<file path="src/rtl/lut_cfg_ctrl.sv">
// Runtime-loadable bank of 4-input LUTs. Tables are written as whole 16-bit words
// over a byte-wide valid/ready stream and every slot is evaluated each cycle.
module lut_cfg_ctrl #(
  parameter int          NUM_LUTS     = 4,
  parameter logic [15:0] INIT_DEFAULT = 16'h0000
) (
  input  logic                  clk,
  input  logic                  rst_n,
  input  logic                  cfg_valid,
  input  logic [7:0]            cfg_data,
  output logic                  cfg_ready,
  output logic                  cfg_done,
  output logic                  cfg_err,
  input  logic                  err_clr,
  input  logic [4*NUM_LUTS-1:0] lut_in,
  output logic [NUM_LUTS-1:0]   lut_out,
  output logic [1:0]            state_dbg
);

  // Handshake: a byte moves on a rising edge where cfg_valid && cfg_ready; cfg_ready
  // is registered from state alone and is low only during the single COMMIT cycle.
  typedef enum logic [1:0] {
    S_IDLE   = 2'd0,
    S_LO     = 2'd1,
    S_HI     = 2'd2,
    S_COMMIT = 2'd3
  } state_t;

  localparam logic [1:0] OP_WRITE = 2'b01;
  localparam logic [1:0] OP_CLEAR = 2'b10;
  localparam logic [1:0] OP_RSVD  = 2'b11;

  state_t      state;
  logic [1:0]  slot;
  logic        slot_ok;
  logic        is_clear;
  logic [15:0] shadow;
  logic [15:0] active [NUM_LUTS];

  logic       xfer;
  logic [1:0] opcode;
  logic       hdr_slot_ok;
  logic       err_set;

  assign xfer        = cfg_valid & cfg_ready;
  assign opcode      = cfg_data[7:6];
  assign hdr_slot_ok = (int'({30'd0, cfg_data[1:0]}) < NUM_LUTS);
  assign err_set     = xfer && (state == S_IDLE) &&
                       ((opcode == OP_RSVD) || ((opcode == OP_WRITE) && !hdr_slot_ok));
  assign state_dbg   = state;

  always_ff @(posedge clk or negedge rst_n) begin
    if (!rst_n) begin
      state     <= S_IDLE;
      cfg_ready <= 1'b1;
      cfg_done  <= 1'b0;
      slot      <= 2'd0;
      slot_ok   <= 1'b0;
      is_clear  <= 1'b0;
      shadow    <= 16'h0000;
      for (int k = 0; k < NUM_LUTS; k++) active[k] <= INIT_DEFAULT;
    end else begin
      cfg_done <= 1'b0;
      case (state)
        S_IDLE: begin
          if (xfer) begin
            case (opcode)
              OP_WRITE: begin
                slot     <= cfg_data[1:0];
                slot_ok  <= hdr_slot_ok;
                is_clear <= 1'b0;
                state    <= S_LO;
              end
              OP_CLEAR: begin
                is_clear  <= 1'b1;
                state     <= S_COMMIT;
                cfg_ready <= 1'b0;
                cfg_done  <= 1'b1;
              end
              default: ;
            endcase
          end
        end
        S_LO: begin
          if (xfer) begin
            shadow[7:0] <= cfg_data;
            state       <= S_HI;
          end
        end
        S_HI: begin
          if (xfer) begin
            shadow[15:8] <= cfg_data;
            state        <= S_COMMIT;
            cfg_ready    <= 1'b0;
            cfg_done     <= 1'b1;
          end
        end
        S_COMMIT: begin
          // Whole-word update only; an out-of-range WRITE commits nothing.
          state     <= S_IDLE;
          cfg_ready <= 1'b1;
          for (int k = 0; k < NUM_LUTS; k++) begin
            if (is_clear) active[k] <= INIT_DEFAULT;
            else if (slot_ok && (slot == 2'(k))) active[k] <= shadow;
          end
        end
        default: state <= S_IDLE;
      endcase
    end
  end

  always_ff @(posedge clk or negedge rst_n) begin
    if (!rst_n) cfg_err <= 1'b0;
    else if (err_set) cfg_err <= 1'b1;
    else if (err_clr) cfg_err <= 1'b0;
  end

  always_ff @(posedge clk or negedge rst_n) begin
    if (!rst_n) begin
      lut_out <= '0;
    end else begin
      for (int k = 0; k < NUM_LUTS; k++) lut_out[k] <= active[k][lut_in[4*k +: 4]];
    end
  end

endmodule

</file>
<file path="config.mk">
export PLATFORM = sky130hd
export DESIGN_NAME = lut_cfg_ctrl
export DESIGN_NICKNAME = d
export VERILOG_FILES = /design/src/rtl/lut_cfg_ctrl.sv
export SDC_FILE = /design/constraint.sdc
export NUM_CORES = 1
export LEC_CHECK = 0
export BUFFER_PORTS_ARGS = -buffer_cell sky130_fd_sc_hd__buf_2
export CORE_MARGIN = 4
export CORE_UTILIZATION = 55
export DETAILED_ROUTE_END_ITERATION = 16
export GPL_ROUTABILITY_DRIVEN = 0
export GPL_TIMING_DRIVEN = 0
export HOLD_SLACK_MARGIN = 0.12
export PLACE_DENSITY_LB_ADDON = 0.12
export SYNTH_ARGS = -nofsm -noshare
export SYNTH_HDL_FRONTEND = slang
export SYNTH_SLANG_ARGS = --single-unit
</file>
<file path="constraint.sdc">
create_clock -name clk -period 2.1 [get_ports clk]
set_clock_uncertainty 0.2 [all_clocks]
set_input_delay 0.42 -clock clk [delete_from_list [all_inputs] [get_ports clk]]
set_output_delay 0.42 -clock clk [all_outputs]
set_load 0.01 [all_outputs]
</file>
==> results of run 1 <==
==> cell usage in the layout, fill, tap and decap left out, types with 10 or more instances in the layout <==
| master | count |
|---|---|
| dfrtp_1 | 92 |
| mux4_1 | 12 |
| ha_1 | 10 |
| mux2_2 | 16 |
| nand2_1 | 70 |
| o21ai_1 | 38 |
| dlygate4sd3_1 | 11 |
| buf_2 | 48 |
| o21ai_0 | 37 |
| nand2b_1 | 17 |
==> report_power, final <==
group / switching [mW] / internal, mW / leakage, nW
Sequential: 0.375 / 2.52 / 1.21
Clock: 0.611 / 0.791 / 0.116
Combinational: 1.25 / 0.944 / 0.972
Total: 2.23 / 4.26 / 2.30
==> timing repair <==
item / in CTS / in global routing
hold buffers: 11 / 0
resized for setup: 0 / 2
setup endpoints to repair: 0 / 2
endpoints found under the hold margin: 49 / 0
==> metal layers <==
layer  vias up  GRT usage, %  share of wire, %
met3        13          3.31               4.6
met2        57          34.9                49
met5         -             0                 0
li1       1360             -                 -
met1      1409          29.9                44
met4         0          7.09               1.6
==> cells by family (layout without fill, tap and decap cells) <==
logic type | after synthesis | count (layout) | share of synthesized area (%)
simple gates | 105 | 105 | 12.0
flops | 93 | 93 | 55.9
compound gates | 86 | 86 | 11.1
mux | 39 | 39 | 15.7
buf+inv | 20 | 84 | 2.19
fa+ha+maj | 10 | 10 | 3.00
==> cell usage after synthesis <==
cell type | n | share of area (%)
a21o_1 | 1 | 0.18
mux4_1 | 12 | 7.6
and2_1 | 1 | 0.15
nand2b_1 | 17 | 2.6
ha_1 | 10 | 3.0
a21oi_1 | 6 | 0.72
nand3b_1 | 1 | 0.18
nand3_1 | 2 | 0.24
clkbuf_1 | 2 | 0.18
and3b_1 | 2 | 0.42
mux2i_1 | 7 | 1.7
nor3b_1 | 1 | 0.18
dfrtp_1 | 92 | 55
mux4_2 | 4 | 2.2
mux2_2 | 16 | 4.3
nand2_1 | 72 | 6.5
and3_1 | 1 | 0.15
nor2b_4 | 4 | 1.3
buf_2 | 13 | 1.6
nor2_1 | 4 | 0.36
o21ai_0 | 37 | 4.4
inv_1 | 5 | 0.45
a211oi_2 | 4 | 1.2
o21ai_1 | 38 | 4.6
dfstp_2 | 1 | 0.63
==> flip-flops by register name, indices dropped and copies added (netlist names) <==
| name | flops |
|---|---|
| cfg_ready | 1 |
| is_clear | 1 |
| active | 64 |
| slot_ok | 1 |
| lut_out | 4 |
| cfg_done | 1 |
| shadow | 16 |
| cfg_err | 1 |
| slot | 2 |
| state_dbg | 2 |
==> metrics by stage <==
stage | cell area, um2 | setup TNS, ns | setup WS [ns] | cells | power, mW
after floorplan | 4170 | 0 | 0.405 | 353 | 4.35
after global placement | 4470 | -40.50 | -0.445 | 488 | 5.01
after detailed placement | 4500 | 0 | 0.235 | 489 | 5.13
after CTS | 4850 | 0 | 0.0564 | 516 | 6.53
after global routing | 4850 | 0 | 0.119 | 516 | 6.97
final | 4850 | 0 | 0.180 | 516 | 6.49
==> worst register-to-register path, stage by stage (launching register included) <==
cell      delay [ns]
dfrtp_1         0.37
clkbuf_1        0.29
clkbuf_1        0.36
nand2b_1        0.35
o21ai_1         0.13
==> cell type report <==
class	count	area share [%]
Timing Repair Buffer	48	6.60
Buffer	15	1.50
Multi-Input combinational cell	240	36.1
Clock inverter	6	2.29
Sequential cell	93	48.0
Clock buffer	10	2.63
Tap cell	99	2.55
Inverter	5	0.387
==> worst max path at each step <==
stage | slack (ns) | from | endpoint
2_1_floorplan | 0.40 | state_dbg[0]$_DFFE_PN0P_ | shadow[10]$_DFFE_PN0P_
6_report | 0.18 | cfg_valid | shadow[12]$_DFFE_PN0P_
3_3_place_gp | -0.45 | rst_n | shadow[10]$_DFFE_PN0P_
3_5_place_dp | 0.23 | cfg_valid | shadow[12]$_DFFE_PN0P_
4_1_cts | 0.06 | cfg_valid | shadow[12]$_DFFE_PN0P_
5_1_grt | 0.12 | is_clear$_DFFE_PN0P_ | active[60]$_DFFE_PN0P_
==> flow_summary_export.csv, run 1 <==
group,metric,value,unit
logic_synthesis,yosysUniqueCellTypes,25,
setup_path,slowest_delay,0.53,ns
clock_tree,cts_root_buffer,"clkbuf_8",
sta,worst_pin_slew,0.498,ns
clock_tree,cts_tree,"built",
sta,slew_headroom,66.8,%
die,die_w,95.0,um
final_layout,ff_latch_area,2330,um2
die,pin_count,37,
die,core,7290,um2
setup_path,critPathKind,"in -> reg",
setup_path,critPathTopFamily,"buffers and inverters",
worst_hold_path,worstHoldStart,"cfg_data[0]",
sta,hold_violations,0,
setup_path,crit_cells,6,
logic_synthesis,ys_ff_latch,93,
setup_path,r2r-end,"active[61]$_DFFE_PN0P_",
sta,slew_violations,0,
route,drtIter0Drc,122,
route,wire_per_inst,16.7,um
sta,setup_viol,0,
clock_tree,path_clk_slew,0.09,ns
flow_run,drv_cap,0,
setup_path,critPathRequiredTime,2.13,ns
worst_hold_path,min_to,"shadow[8]$_DFFE_PN0P_",
logic_synthesis,synthesis.nets,391,
final_layout,fin_util,66.6,%
worst_hold_path,min_path_cells,2,
setup_path,worstPathArrival,1.95,ns
route,wl,8630,um
global_route,grt_max_degree,58,
die,start_util,57.1,%
global_route,grt_pass1_wl,14400,um
clock_tree,cts.sinks,93,
sta,fmax,0.521,GHz
setup_path,critPathMostFrequentCell,"buf_2",
logic_synthesis,postSynthCellCount,353,
setup_path,critPathSlowestCell,"dlygate4sd3_1",
final_layout,drive_gt1_share,23.0,%
placed_design,io_buffers,36,
sta,rsz0062_at_grt,"false",
setup_path,critical_path_buf_inv_count,3,
logic_synthesis,yosysWarnings,0,
final_layout,multi_input_area,1750,um2
sta,min_period_over_period,91.4,%
worst_hold_path,hp-class,"in -> reg",
clock_tree,cts_max_level,3,
power_and_ir_drop,ir_drop,0.000853,V
global_route,grt_overflow,0,
global_route,track_usage,21.5,%
setup_path,end_kind,"flop",
sta,whs,0.141,ns
sta,min_period,1.92,ns
clock_tree,cts_buffer_depth,2,
die,die_area,9030,um2
route,final_antenna_net_count,0,
setup_path,startpoint_type,"input pin",
logic_synthesis,syn_area,4170,um2
final_layout,num_antenna_cells,0,
placed_design,place_hpwl,6260,um
setup_path,path_cells,"dlygate4sd3_1, buf_2, and2_1, buf_2, nand2_2, mux2_2",
route,post_drt_via_cell_ratio,5.50,
power_and_ir_drop,power_density,1340,nW/um2
final_layout,area.growth.synth_to_final,16.5,%
global_route,antenna_found_initial,0,
route,drc,0,
setup_path,worst_r2r_path_depth,4,
clock_tree,insertion_delay,0.35,ns
global_route,grt_pass1_vias,2857,
route,vias,2839,
final_layout,fill_cells,630,
clock_tree,cts_setup_buffers,0,
logic_synthesis,ys_seq_area_share,55.9,%
die,die_h,95.0,um
setup_path,cp_max_fo,10,
final_layout,fin_nets,450,
setup_path,reg2reg_slack,0.28,ns
status,status,"complete, no violations",
clock_tree,numCtsBuffers,9,
power_and_ir_drop,leakage,2.30,nW
route,dr.pass1.iters,8,
die,rows,31,
setup_path,r2r_start,"is_clear$_DFFE_PN0P_",
logic_synthesis,avgSynthCellArea,11.8,um2
No activity file was read; power rests on OpenSTA's default activity.
==> inputs of run 2 (changes only) <==
Settings changed: RECOVER_POWER set to 25.
==> run 2 against run 1 <==
Against the previous run: first-iteration DRC count stayed put; worst hold slack hardly changed; sequential cell count stayed put; via count is 0.21% higher; total power is 0.13% lower; register-to-register slack hardly changed; critical endpoint unchanged; largest cell class unchanged; largest power group unchanged.
==> flow_summary_export.csv, run 2 (synthesis results as in run 1) <==
group,metric,value,unit
status,status,"complete, no violations",
setup_path,worstPathArrival,1.95,ns
clock_tree,cts.sinks,93,
final_layout,top_regs,"active: 64 flops, shadow: 16 flops, lut_out: 4 flops",
route,final_antenna_net_count,0,
setup_path,end_kind,"flop",
final_layout,ff_latch_area,2330,um2
sta,worst_pin_slew,0.956,ns
die,die_w,95.0,um
route,post_drt_via_cell_ratio,5.51,
sta,rsz0062_at_grt,"false",
sta,min_period_over_period,91.4,%
die,core,7290,um2
final_layout,multi_input_area,1750,um2
route,wire_per_inst,16.7,um
flow_run,drv_cap,0,
sta,slew_violations,0,
global_route,antenna_found_initial,0,
global_route,grt_overflow,0,
final_layout,drive_gt1_share,21.6,%
final_layout,num_antenna_cells,0,
route,wl_met2,4250,um
global_route,grt_pass1_vias,2857,
clock_tree,cts_max_level,3,
placed_design,place_hpwl,6260,um
sta,min_period,1.92,ns
placed_design,dp_slack,0.235,ns
placed_design,place_inst,489,
sta,hold_violations,0,
global_route,grt_pass1_wl,14400,um
sta,slew_headroom,36.3,%
route,drc,0,
worst_hold_path,hp-class,"in -> reg",
die,pin_count,37,
setup_path,cp_max_fo,10,
route,vias,2845,
clock_tree,cts_buffer_depth,2,
global_route,track_usage,21.5,%
final_layout,mostFrequentLayoutCells,"dfrtp_1 (92), nand2_1 (70), buf_2 (42), o21ai_1 (38), o21ai_0 (37)",
route,wl,8620,um
placed_design,placed_area,4500,um2
power_and_ir_drop,leakage,2.28,nW
clock_tree,numCtsBuffers,9,
clock_tree,insertion_delay,0.35,ns
die,rows,31,
route,dr.pass1.iters,8,
power_and_ir_drop,power_density,1340,nW/um2
die,die_h,95.0,um
sta,fmax,0.521,GHz
die,start_util,57.1,%
sta,setup_slack,0.180,ns
sta,whs,0.142,ns
route,top_layer,"met4",
final_layout,regMostFlops,"active",
power_and_ir_drop,ir_drop,0.000852,V
setup_path,startpoint_type,"input pin",
die,die_area,9030,um2
setup_path,critPathKind,"in -> reg",
final_layout,instances_no_fill,516,
final_layout,design_area,4840,um2
placed_design,io_buffers,36,
clock_tree,cts_root_buffer,"clkbuf_8",
final_layout,final_common_cell,"dfrtp_1",
clock_tree,cts_tree,"built",
setup_path,critPathRequiredTime,2.13,ns
final_layout,area.growth.synth_to_final,16.3,%
final_layout,fin_nets,450,
final_layout,fill_cells,632,
route,drtIter0Drc,122,
global_route,grt_max_degree,58,
clock_tree,path_clk_slew,0.09,ns
sta,setup_viol,0,
route,wl_met3,419,um
final_layout,largest_reg_flops,64,
route,met1_length,3810,um
power_and_ir_drop,power,6.48,mW
-- run 2: cell count changes in the layout (fill, tap and decap cells not counted), sizes merged --
cell | previous run | this run
buf | 50 | 43
clkbuf | 12 | 19
-- run 2: final cells by class --
class | count | area share [%]
inverters | 5 | 0.387
multi-input cells | 240 | 36.1
clock inverters | 6 | 2.30
clock buffers | 10 | 2.63
well taps | 99 | 2.56
plain buffers | 15 | 1.50
flip-flops and latches | 93 | 48.1
repair buffers | 48 | 6.41
-- run 2: where the power goes --
| part | switching, mW | total, mW | internal (mW) |
|---|---|---|---|
| registers | 0.376 | 2.90 | 2.52 |
| logic | 1.25 | 2.18 | 0.937 |
| clock network | 0.609 | 1.40 | 0.791 |
| total | 2.23 | 6.48 | 4.25 |
-- run 2: per-stage QoR --
stage          util, %  TNS (ns)
2_1_floorplan        -         0
6_report          66.4         0
3_3_place_gp      61.3    -40.50
5_1_grt           66.4         0
3_5_place_dp      61.7         0
4_1_cts           66.5         0
-- run 2: worst max-delay path, cell delays in order --
cell and delay (ns):
dlygate4sd3_1 0.53, buf_2 0.12, and2_1 0.14, buf_2 0.16, nand2_2 0.21, mux2_2 0.37
-- run 2: routing by layer --
layer  global-route usage [%]  vias up
li1                         -     1361
met5                        0        -
met4                     7.09        0
met1                     29.9     1412
met2                     34.9       59
met3                     3.31       13
-- run 2: path summary, 6_finish.rpt --
kind,startpoint,to,slack (ns),cells after the start
max,cfg_valid,shadow[12]$_DFFE_PN0P_,0.18,6
min,cfg_data[0],shadow[8]$_DFFE_PN0P_,0.14,2
max reg2reg,is_clear$_DFFE_PN0P_,active[61]$_DFFE_PN0P_,0.28,4
min reg2reg,active[29]$_DFFE_PN0P_,active[29]$_DFFE_PN0P_,0.28,2
max in group asynchronous,rst_n,shadow[4]$_DFFE_PN0P_,0.34,3
min in group asynchronous,rst_n,active[30]$_DFFE_PN0P_,0.57,2
-- run 2: repair_timing --
action | 4_1_cts | 5_1_grt
setup buffers | 0 | 0
hold endpoints to repair | 49 | 0
hold buffers | 11 | 0
gates resized for setup | 0 | 2
endpoints found under the setup margin | 0 | 2
==> inputs of run 3 (changes only) <==
Settings changed: ABC_AREA set to 1.
==> run 3 against run 2 <==
Against the previous run: non-clock buffer count is 3 lower; sequential cell count unchanged; global-route usage is 0.40 points higher; routed wire length is 16% higher; critical path depth increased by 1; total power is 3.3% lower; critical path type is now reg -> reg; sequential power about the same; first-iteration DRC count up 82%; clock power decreased by 11%; clock-buffer cell count did not move; setup slack gained 0.16 ns.
==> flow_summary_export.csv, run 3 <==
group,metric,value,unit
status,status,"complete, no violations",
route,wire_per_inst,14.0,um
power_and_ir_drop,internal_power,3.88,mW
sta,slew_violations,0,
logic_synthesis,yosysUniqueCellTypes,19,
logic_synthesis,synth_top_cell_by_area,"dfrtp_1",
logic_synthesis,post-synth-top-count-cell,"nand2_1",
power_and_ir_drop,power_density,1240,nW/um2
logic_synthesis,ys_ff_latch,93,
die,die_area,9590,um2
global_route,antenna_found_initial,0,
global_route,track_usage,21.9,%
power_and_ir_drop,swShare,38.1,%
placed_design,place_inst,691,
clock_tree,insertion_delay,0.36,ns
sta,min_period_over_period,84.0,%
flow_run,drv_cap,0,
logic_synthesis,yosys-top-cells-area,"dfrtp_1 (52%), nand2_1 (15%), inv_1 (7.0%)",
final_layout,fin_util,64.5,%
setup_path,end_kind,"flop",
sta,slew_headroom,40.0,%
die,rows,32,
route,wl,9960,um
die,pin_count,37,
final_layout,fill_cells,725,
worst_hold_path,hp-class,"in -> reg",
setup_path,r2r_start,"state_dbg[1]$_DFFE_PN0P_",
route,drtIter0Drc,222,
clock_tree,cts_max_level,3,
logic_synthesis,synth_common_cells,"nand2_1 (182), dfrtp_1 (92), inv_1 (83)",
final_layout,area.growth.synth_to_final,13.3,%
route,vias,3628,
route,dr.pass1.iters,4,
final_layout,fin_nets,644,
global_route,grt_overflow,0,
placed_design,place_hpwl,7000,um
clock_tree,cts_root_buffer,"clkbuf_8",
route,drc,0,
logic_synthesis,yosysWarnings,0,
sta,fmax,0.567,GHz
final_layout,final_common_cell,"nand2_1",
sta,whs,0.134,ns
final_layout,drive_gt1_share,14.4,%
logic_synthesis,async_flop_share,100,%
setup_path,critPathRequiredTime,2.14,ns
logic_synthesis,avgSynthCellArea,8.01,um2
power_and_ir_drop,ir_drop,0.000658,V
clock_tree,cts_setup_buffers,0,
setup_path,startpoint_type,"flop",
power_and_ir_drop,power,6.27,mW
clock_tree,cts_buffer_depth,2,
final_layout,design_area,5040,um2
sta,hold_violations,0,
die,start_util,56.9,%
route,final_antenna_net_count,0,
route,post_drt_via_cell_ratio,5.09,
logic_synthesis,ys_seq_area_share,52.4,%
power_and_ir_drop,p_comb_share,34.3,%
placed_design,io_buffers,33,
final_layout,num_antenna_cells,0,
power_and_ir_drop,leakage,2.55,nW
logic_synthesis,postSynthCellCount,555,
global_route,grt_pass1_wl,16600,um
logic_synthesis,synth-edff-count,0,
global_route,grt_max_degree,60,
final_layout,mostFrequentLayoutCells,"nand2_1 (182), dfrtp_1 (92), inv_1 (83), nand3_1 (50), buf_2 (48)",
logic_synthesis,yosysTopAreaCellShare,51.8,%
final_layout,instances_no_fill,713,
worst_hold_path,worstHoldStart,"cfg_data[4]",
sta,setup_viol,0,
clock_tree,cts.sinks,93,
clock_tree,numCtsBuffers,9,
die,die_h,97.9,um
setup_path,reg2reg_slack,0.34,ns
logic_synthesis,synth_flop_cell,"dfrtp_1",
setup_path,worstPathArrival,1.81,ns
worst_hold_path,min_path_cells,3,
sta,setup_slack,0.337,ns
final_layout,top_regs,"active: 64 flops, shadow: 16 flops, lut_out: 4 flops",
logic_synthesis,synthesis.nets,593,
logic_synthesis,syn_area,4450,um2
die,die_w,97.9,um
power_and_ir_drop,p_seq_share,45.9,%
setup_path,worst_r2r_path_depth,7,
setup_path,cp_max_fo,5,
setup_path,critPathKind,"reg -> reg",
placed_design,placed_area,4770,um2
final_layout,largest_reg_flops,64,
sta,tns,0,ns
sta,min_period,1.76,ns
setup_path,r2r-end,"slot[1]$_DFFE_PN0P_",
worst_hold_path,min_to,"shadow[4]$_DFFE_PN0P_",
clock_tree,cts_tree,"built",
power_and_ir_drop,switchingPower,2.39,mW
placed_design,dp_slack,0.365,ns
final_layout,regMostFlops,"active",
sta,rsz0062_at_grt,"false",
clock_tree,path_clk_slew,0.09,ns
global_route,grt_pass1_vias,3528,
die,core,7810,um2
sta,worst_pin_slew,0.900,ns
power_and_ir_drop,pwr-share-clk,19.8,%
## run 3: cell types whose count changed in the layout (fill, tap and decap cells not counted), sizes merged, moves of 5 or more
cell / change
nor2: +15
clkbuf: -8
nand3: +48
mux2i: -6
a21oi: +12
nand2: +110
dlygate4sd3: -5
mux4: -16
inv: +80
mux2: -16
nand2b: -17
buf: +10
## run 3: power by group through the flow
stage | clock network, mW | registers [mW] | logic (mW)
final | 1.24 | 2.87 | 2.15
after global placement | 0 | 2.88 | 2.06
after detailed placement | 0 | 2.90 | 2.15
after floorplan | 0 | 2.83 | 1.56
after global routing | 1.35 | 2.97 | 2.48
after CTS | 1.26 | 2.87 | 2.17
## run 3: critical path: stages (launching register included)
cell and delay, ns:
dfrtp_1 0.44, inv_1 0.15, ha_1 0.22, inv_1 0.05
nor2_1 0.22, nand2_1 0.17, nand2_1 0.10, o21ai_0 0.08
## run 3: final cells by class
| cell class | count | area (um2) | area share [%] |
|---|---|---|---|
| Buffer | 20 | 114 | 2.26 |
| Sequential cell | 93 | 2330 | 46.2 |
| Inverter | 85 | 319 | 6.34 |
| Clock buffer | 10 | 138 | 2.73 |
| Timing Repair Buffer | 40 | 253 | 5.02 |
| Multi-Input combinational cell | 357 | 1680 | 33.4 |
| Tap cell | 102 | 128 | 2.53 |
| Clock inverter | 6 | 72.6 | 1.44 |
## run 3: worst max-delay path by stage
stage	slack, ns	endpoint	from	cells after the start
2_1_floorplan	0.51	state_dbg[0]$_DFFE_PN0P_	state_dbg[0]$_DFFE_PN0P_	6
3_3_place_gp	-0.46	active[56]$_DFFE_PN0P_	rst_n	1
3_5_place_dp	0.36	slot[1]$_DFFE_PN0P_	state_dbg[1]$_DFFE_PN0P_	7
4_1_cts	0.35	slot[1]$_DFFE_PN0P_	state_dbg[1]$_DFFE_PN0P_	7
5_1_grt	0.17	state_dbg[1]$_DFFE_PN0P_	state_dbg[0]$_DFFE_PN0P_	5
6_report	0.34	slot[1]$_DFFE_PN0P_	state_dbg[1]$_DFFE_PN0P_	7
## run 3: what timing repair did
item,CTS,global route
resized for setup,0,0
hold buffers,6,0
hold endpoints to repair,39,0
## run 3: logic make-up after synthesis
| family | synth area share, % |
|---|---|
| simple gates | 22.8 |
| buf+inv | 9.74 |
| compound gates | 12.1 |
| flops | 52.4 |
| fa+ha+maj | 2.81 |
| mux | 0.225 |
## run 3: metal layers
metal / vias up / part of all wire [%] / GRT usage (%)
met1: 1704 / 47 / 29.5
met4: 0 / 3.5 / 11.0
met5: - / 0 / 0
met2: 71 / 46 / 34.8
met3: 23 / 3.4 / 3.14
li1: 1830 / - / -
